**config.mk**
```make
export PLATFORM = sky130hd
export DESIGN_NAME = vca_scheduler
export DESIGN_NICKNAME = d
export VERILOG_FILES = /design/src/rtl/vca_scheduler.sv
export SDC_FILE = /design/constraint.sdc
export NUM_CORES = 1
export LEC_CHECK = 0
export CAP_MARGIN = 20
export CELL_PAD_IN_SITES_DETAIL_PLACEMENT = 0
export CELL_PAD_IN_SITES_GLOBAL_PLACEMENT = 1
export CORE_AREA = 10 10 309 311
export CTS_CLUSTER_DIAMETER = 100
export DETAILED_ROUTE_END_ITERATION = 10
export DIE_AREA = 0 0 319 321
export GPL_TIMING_DRIVEN = 0
export PLACE_DENSITY_LB_ADDON = 0.12
export SYNTH_ARGS = -nofsm -noshare
export SYNTH_HDL_FRONTEND = slang
export SYNTH_SLANG_ARGS = --single-unit
```
**constraint.sdc**
```tcl
create_clock -name clk -period 7.5 [get_ports clk]
set_input_delay 2.25 -clock clk [delete_from_list [all_inputs] [get_ports clk]]
set_output_delay 2.25 -clock clk [all_outputs]
set_load 0.1 [all_outputs]
```
**src/rtl/vca_scheduler.sv**
```systemverilog
// ============================================================================
// vca_scheduler -- time-multiplexed VCA: one shared 17x17 multiplier per voice
// per cycle, 2-stage pipeline, saturating mix bus.   Rev 1.0
// ============================================================================
`default_nettype none

module vca_scheduler #(
    parameter int VOICES = 8
) (
    input  logic                  clk,
    input  logic                  rst_n,
    input  logic                  sample_tick,
    input  logic [VOICES*32-1:0]  voice_in,
    input  logic [VOICES*32-1:0]  voice_cv,
    input  logic [VOICES-1:0]     voice_en,
    input  logic                  overrun_clr,
    output logic [VOICES*32-1:0]  voice_out,
    output logic [31:0]           mix_out,
    output logic                  busy,
    output logic                  done,
    output logic                  overrun
);

    localparam int IW = (VOICES > 1) ? $clog2(VOICES) : 1;
    localparam logic [IW-1:0] LAST_IDX = IW'(VOICES - 1);
    localparam logic signed [36:0] ACC_MAX = 37'sh00_7FFF_FFFF;
    localparam logic signed [36:0] ACC_MIN = 37'sh1F_8000_0000;

    typedef enum logic [1:0] {
        S_IDLE  = 2'd0,
        S_RUN   = 2'd1,
        S_DRAIN = 2'd2,
        S_DONE  = 2'd3
    } state_t;

    state_t                 state_q;
    logic [IW-1:0]          idx_q;
    logic [31:0]            p_q;
    logic [IW-1:0]          p_idx_q;
    logic                   p_vld_q;
    logic signed [36:0]     acc_q;
    logic [VOICES*32-1:0]   voice_out_q;
    logic [31:0]            mix_q;
    logic                   done_q;
    logic                   overrun_q;

    logic [31:0]            in_sel;
    logic [31:0]            cv_sel;
    logic signed [16:0]     s_in;
    logic signed [16:0]     s_cv;
    logic signed [33:0]     prod;
    logic [31:0]            p_d;
    logic signed [36:0]     sat;
    logic [31:0]            mix_d;

    // Offset-binary to signed: subtracting 32768 just flips the MSB.
    always_comb begin
        in_sel = voice_in[{idx_q, 5'b00000} +: 32];
        cv_sel = voice_cv[{idx_q, 5'b00000} +: 32];
        s_in   = {~in_sel[31], ~in_sel[31], in_sel[30:16]};
        s_cv   = {1'b0, cv_sel[31:16]};
        prod   = s_in * s_cv;
        p_d    = voice_en[idx_q] ? prod[31:0] : 32'd0;
    end

    always_comb begin
        sat = acc_q;
        if (acc_q > ACC_MAX) begin
            sat = ACC_MAX;
        end else if (acc_q < ACC_MIN) begin
            sat = ACC_MIN;
        end
        mix_d = sat[31:0] ^ 32'h8000_0000;
    end

    always_ff @(posedge clk or negedge rst_n) begin
        if (!rst_n) begin
            state_q     <= S_IDLE;
            idx_q       <= '0;
            p_q         <= '0;
            p_idx_q     <= '0;
            p_vld_q     <= 1'b0;
            acc_q       <= '0;
            voice_out_q <= {VOICES{32'h8000_0000}};
            mix_q       <= 32'h8000_0000;
            done_q      <= 1'b0;
            overrun_q   <= 1'b0;
        end else begin
            done_q  <= 1'b0;
            p_vld_q <= 1'b0;

            if (sample_tick && (state_q != S_IDLE)) begin
                overrun_q <= 1'b1;
            end else if (overrun_clr) begin
                overrun_q <= 1'b0;
            end

            if (p_vld_q) begin
                voice_out_q[{p_idx_q, 5'b00000} +: 32] <= p_q ^ 32'h8000_0000;
                acc_q <= acc_q + {{5{p_q[31]}}, p_q};
            end

            case (state_q)
                S_IDLE: begin
                    if (sample_tick) begin
                        state_q <= S_RUN;
                        idx_q   <= '0;
                        acc_q   <= '0;
                    end
                end
                S_RUN: begin
                    p_q     <= p_d;
                    p_idx_q <= idx_q;
                    p_vld_q <= 1'b1;
                    if (idx_q == LAST_IDX) begin
                        state_q <= S_DRAIN;
                        idx_q   <= '0;
                    end else begin
                        idx_q <= idx_q + IW'(1);
                    end
                end
                S_DRAIN: state_q <= S_DONE;
                S_DONE: begin
                    state_q <= S_IDLE;
                    mix_q   <= mix_d;
                    done_q  <= 1'b1;
                end
                default: state_q <= S_IDLE;
            endcase
        end
    end

    assign voice_out = voice_out_q;
    assign mix_out   = mix_q;
    assign busy      = (state_q != S_IDLE);
    assign done      = done_q;
    assign overrun   = overrun_q;

endmodule

`default_nettype wire

```
==> results of run 1 <==
[cells by family (layout without fill, tap and decap cells)]
logic type                 after synthesis  in the layout  synth area share (%)
AOI/OAI and AO/OA                      488            488                  11.1
xor gates and xnor gates                57             57                  1.92
adders and majority gates              356            356                  22.8
buffers and inverters                  451           1239                  6.56
DFF                                    368            368                  35.5
muxes                                  205            205                  11.5
other                                    0              8                     0
and+or+nand+nor                        671            671                  10.6
[cell usage after synthesis, types with 3 or more instances]
cell type  number  share of area [%]
or3_1           5               0.12
mux2_2         61                2.6
clkbuf_1       96                1.4
o21bai_1        4               0.12
mux2i_1        48                1.8
nand3b_1        3              0.087
a21oi_1        60                1.2
nand2_1       402                5.8
buf_1          11               0.16
a211o_1         3               0.10
nand4_1         7               0.17
buf_2           8               0.15
o211ai_1       34               0.98
mux4_2         66                5.7
inv_2           4              0.058
a21o_1         26               0.75
nor2_1        170                2.5
fa_1          195                 15
a32oi_1         3               0.10
nand2b_1        7               0.17
o21ai_0       250                4.8
and2_1         19               0.46
o21ai_1        23               0.44
and3_1          8               0.19
nor2b_1        14               0.34
a31oi_1         7               0.17
o32ai_1         3               0.10
inv_1         332                4.8
nand3_1        14               0.27
nor3_1         10               0.19
o21a_1          9               0.26
a211oi_1       13               0.38
xnor2_1        29               0.98
dfstp_2         9               0.91
o22ai_1        29               0.70
ha_1          161                7.8
mux2_1         30                1.3
dfrtp_1       359                 35
xor2_1         28               0.94
[per-stage QoR]
stage / setup slack, ns / area (um2)
4_1_cts: -0.777 / 36600
6_report: -0.754 / 36900
2_1_floorplan: -0.692 / 26200
3_3_place_gp: -11.92 / 33300
5_1_grt: -0.918 / 36900
3_5_place_dp: -2.66 / 33400
[cells in the final DEF (no fill, tap or decap), drive strengths merged, types with 4 or more instances in the layout]
| master | Yosys | final |
|---|---|---|
| o22ai | 29 | 29 |
| mux4 | 66 | 66 |
| clkdlybuf4s50 | 0 | 346 |
| and3 | 8 | 8 |
| nand3 | 14 | 14 |
| o21bai | 4 | 4 |
| nand2b | 7 | 7 |
| inv | 336 | 337 |
| a21o | 26 | 26 |
| o21a | 9 | 9 |
| xor2 | 28 | 28 |
| nor3 | 11 | 11 |
| nand2 | 403 | 403 |
| or3 | 5 | 5 |
| clkbuf | 96 | 153 |
| a211oi | 15 | 15 |
| xnor2 | 29 | 29 |
| nor2b | 14 | 14 |
| clkdlybuf4s15 | 0 | 60 |
| nand4 | 8 | 8 |
| dfstp | 9 | 9 |
| dfrtp | 359 | 359 |
| a31oi | 7 | 7 |
| clkinv | 0 | 8 |
| o211ai | 34 | 34 |
| dlygate4sd2 | 0 | 109 |
| nor2 | 170 | 170 |
| diode | 0 | 8 |
| and2 | 19 | 19 |
| dlymetal6s2s | 0 | 6 |
| o21ai | 274 | 274 |
| a21oi | 60 | 60 |
| buf | 19 | 216 |
| ha | 161 | 161 |
| mux2 | 91 | 91 |
| fa | 195 | 195 |
| mux2i | 48 | 48 |
[worst max path at each step]
stage,end,cells past startpoint,from,slack [ns]
floorplan,p_q[29]$_DFFE_PN0P_,24,voice_in[116],-0.69
global placement,voice_out[153]$_DFFE_PN0P_,1,rst_n,-11.92
detailed placement,p_q[31]$_DFFE_PN0P_,24,voice_cv[20],-2.66
CTS,p_q[29]$_DFFE_PN0P_,26,voice_in[50],-0.78
global route,p_q[29]$_DFFE_PN0P_,27,voice_in[122],-0.92
finish,p_q[29]$_DFFE_PN0P_,28,voice_cv[181],-0.75
[worst min-delay path, stage by stage, from the launching register on]
cell and delay, ns:
dfstp_2 0.37, nand2_1 0.04, o21ai_1 0.05
[cell type report]
class	instances	area, um2	area share [%]
buffer	114	688	1.86
tap	1176	1470	3.98
sequential	368	9220	25.0
multi-input combinational	1777	16200	43.8
inverter	336	1290	3.48
clock inverter	13	135	0.366
timing repair buffer	718	6800	18.4
antenna	8	20.0	0.0542
clock buffer	58	1160	3.14
[layer usage]
| layer | vias to the layer above | global-route usage (%) | wire length [um] |
|---|---|---|---|
| met5 | - | 0 | 35 |
| li1 | 10188 | - | - |
| met2 | 760 | 38.7 | 56600 |
| met1 | 11122 | 25.4 | 45900 |
| met3 | 164 | 4.83 | 6730 |
| met4 | 6 | 8.38 | 5060 |
[flip-flops by register name, summed over array words and instances (netlist names)]
signal     cells
voice_out    256
done           1
idx_q          3
overrun        1
mix_out       32
p_idx_q        3
acc_q         37
p_q           32
state_q        2
p_vld_q        1
[timing repair]
action                                  4_1_cts  5_1_grt
pin swaps                                   124       49
buffers inserted                            134       21
resized for setup                           619       58
endpoints found under the setup margin       25       21
==> metrics.txt, run 1 <==
relative slew slack 21.2%; most frequent CP cell fa_1; largest net degree at the start of global routing 122; skew final 0.0328 ns; Mapped Nets 3,476; RR Endpoint p_q[29]$_DFFE_PN0P_; Hold Path Stages 2; Root Buffer clkbuf_16; fillers 8,856; top_reg_cell synth dfrtp_1; total gr overflow 0; f_max 121 MHz; DR WL/cell 25.0 um; actual slew at the worst max-slew pin 1.18 ns; Clk pin slew, worst setup/hold paths 0.06 ns; Core Rows 110; Worst path max stage delay 0.54 ns; RSZ-0062 raised after global routing true; hold_sp voice_out[223]$_DFFE_PN1P_; synth-to-layout area growth 42.2%; Non-Filler Instances 4,568; CTS Buf Count 39; total number of vias 22,240; nets 4,234; status complete, but fails checks; Tcrit/Tclk final 110%; vias in the first global route 23,831; CP Launch Type input pin; TritonCTS clock tree built; Clock Path Buffers 3; Hold WC Path Type flop to flop; port bufs 558; TNS Setup -8.07 ns; CP required 7.90 ns; fraction of registers with async set/reset 100%; Placed Cells 4,338; crit-path max FO 3; Die Ht 321 um; Mapped Area 26,000 um2; drt pass-1 iters 5; Mapped Cells 2,596; synthesis-stage register bit count 368; hold slack 0.471 ns; Antenna Nets Post-Route 0; Skew-Pair Late Insertion Delay 0.57 ns; Final Hold Vio Count 0; initial antenna violation count 15; DR vias/cell 4.87; minimum clock period 8.25 ns; origin of the critical flop-to-flop path idx_q[1]$_DFFE_PN0P_; Final Slew Violations 0; Crit path buffers/inverters 9; CP delay by family, top adder cells; area of the core 89,300 um2; worst reg-to-reg setup slack -0.66 ns; CTS Sinks 368; Finish-stage setup viols 16; cell at the slowest stage of the critical path fa_2; die area 102,000 um2; DIE WIDTH 319 um; Residual DRC 0; Util after Layout 41.4%; WL final 114,000 um; Worst Setup Slack, final -0.754 ns; R2R cell count 28; initial DRC count 1,258; GRT Resource Usage Total 21.8%; Synth Area per Inst 10.0 um2; initial core utilization 29.1%; Seq/Total Area, Yosys 35.5%; Post-CTS Hold Buffers 0; first-pass GRT wire length 165,000 um; number of synthesis warnings 0; CP Class input pin to flop; fraction of layout cells with a size suffix above 1 18.6%; failing checks setup timing; Worst EP arrival 8.65 ns; max cap viols 0; I/O Pins 815; worst hold path endpoint voice_out[223]$_DFFE_PN1P_; GPL Wtd Cong 0.927; HPWL after DPL 93,300 um; CP Capture Type flop; Yosys cell types 70; number of synthesized flops with an enable pin 0; H-tree levels 2
Power of run 1 is left out: the tool's default activity adds up to more than one toggle a clock period on the data nets, which glitch-free logic cannot reach.
==> run 2: changes to the inputs <==
==> constraint.sdc (replaced) <==
create_clock -name clk -period 7.5 [get_ports clk]
set_input_delay 1.125 -clock clk [delete_from_list [all_inputs] [get_ports clk]]
set_output_delay 1.125 -clock clk [all_outputs]
set_load 0.1 [all_outputs]
==> metrics.txt, run 2 (same netlist as run 1, synthesis figures left out) <==
status completed; dpl cell area 33,200 um2; relative slew slack 23.2%; initial core utilization 29.1%; I/O Pins 815; TritonCTS clock tree built; total gr overflow 0; Core Rows 110; HPWL after DPL 93,100 um; CP Class input pin to flop; drt pass-1 iters 7; RR Endpoint p_q[31]$_DFFE_PN0P_; Util after Layout 40.8%; Die Ht 321 um; WL final 113,000 um; Hold WC Path Type input pin to async pin; initial DRC count 1,250; CP required 7.91 ns; synth-to-layout area growth 40.3%; RSZ-0062 raised after global routing true; Clock Path Buffers 3; Worst EP arrival 7.89 ns; max FFs per register 256; Final Slew Violations 0; die area 102,000 um2; f_max 134 MHz; Tcrit/Tclk final 99.8%; total number of vias 22,057; Clk pin slew, worst setup/hold paths 0.06 ns; actual slew at the worst max-slew pin 1.15 ns; R2R cell count 28; worst reg-to-reg setup slack 0.12 ns; GRT Resource Usage Total 21.6%; origin of the critical flop-to-flop path idx_q[0]$_DFFE_PN0P_; fraction of layout cells with a size suffix above 1 13.1%; initial antenna violation count 8; Antenna Nets Post-Route 0; nets 4,176; GPL Wtd Cong 0.908; CTS Sinks 368; minimum clock period 7.48 ns; crit-path max FO 5; most frequent cells in the layout clkdlybuf4s50_1 (492), nand2_1 (399), dfrtp_1 (359); DR WL/cell 25.1 um; CP Launch Type input pin; vias in the first global route 23,892; Final Hold Vio Count 0; largest net degree at the start of global routing 115; Finish-stage setup viols 0; CTS Buf Count 40; Skew-Pair Late Insertion Delay 0.56 ns; H-tree levels 2; area of the core 89,300 um2; Residual DRC 0; commonest non-fill, non-tap cell in the layout clkdlybuf4s50_1; skew final 0.0163 ns; DIE WIDTH 319 um; Root Buffer clkbuf_16; DR vias/cell 4.90; first-pass GRT wire length 165,000 um; final instance area 36,400 um2; CP Capture Type flop; port bufs 558; max cap viols 0
## run 2: cell count changes in the layout (fill, tap and decap cells not counted), sizes merged, moves of 2 or more
cell,before,now
clkdlybuf4s15,60,4
diode,8,4
dlygate4sd2,109,23
clkdlybuf4s50,346,492
buf,216,121
dlymetal6s2s,6,36
clkbuf,153,156
mux2,91,93
clkinv,8,6
## run 2: worst max-delay path, cell delays in order
cell and delay [ns]:
dlygate4sd2_1 0.39, mux4_2 0.51, mux2_4 0.35, buf_8 0.17, nand2_4 0.07, fa_1 0.44
fa_1 0.53, fa_2 0.58, inv_2 0.04, fa_2 0.43, fa_1 0.49, inv_1 0.05
fa_1 0.51, inv_2 0.05, ha_4 0.27, nand4_1 0.15, nor2_2 0.16, o211ai_1 0.09
buf_4 0.16, a21bo_4 0.22, a41oi_4 0.29, a221o_1 0.31, o22ai_4 0.12, xnor2_4 0.25
o22ai_1 0.09
## run 2: area by class of cell
class | count | area [um2]
fillers | 8832 | 52900
multi-input cells | 1779 | 15700
flip-flops and latches | 368 | 9220
repair buffers | 657 | 6630
well taps | 1176 | 1470
inverters | 336 | 1260
clock buffers | 62 | 1200
plain buffers | 114 | 790
clock inverters | 10 | 100
diodes | 4 | 10.0
## run 2: metrics by stage
step	setup slack, ns	instances	setup TNS, ns	hold WS [ns]
after floorplan	0.00907	2596	0	0.446
after global placement	-10.91	4330	-3985.66	0.465
after detailed placement	-2.51	4342	-35.37	0.469
after CTS	0.000332	4465	0	0.471
after global routing	-0.100	4506	-0.181	0.508
final	0.0156	4506	0	0.477
## run 2: per-layer routing
metal  GRT usage, %  wire [um]  part of all wire (%)  vias to the layer above
met5              0          0                     0                        -
met4           9.08       5530                   4.9                        0
met3           4.23       6590                   5.8                      132
met2           38.4      55900                    49                      740
met1           25.1      45200                    40                    11111
li1               -          -                     -                    10074
## run 2: worst max path at each step
stage,from,endpoint
finish,voice_in[83],p_q[31]$_DFFE_PN0P_
global route,idx_q[0]$_DFFE_PN0P_,p_q[31]$_DFFE_PN0P_
CTS,voice_cv[244],p_q[30]$_DFFE_PN0P_
detailed placement,idx_q[1]$_DFFE_PN0P_,p_q[31]$_DFFE_PN0P_
global placement,rst_n,voice_out[153]$_DFFE_PN0P_
floorplan,voice_in[117],p_q[29]$_DFFE_PN0P_
## run 2: timing repair
| action | 4_1_cts | 5_1_grt |
|---|---|---|
| gates resized for setup | 225 | 102 |
| endpoints found under the setup margin | 25 | 11 |
| buffers inserted | 52 | 31 |
| gates cloned | 0 | 6 |
| hold buffers | 0 | 0 |
| pin swaps | 36 | 52 |
Power of run 2 is left out for the same reason.
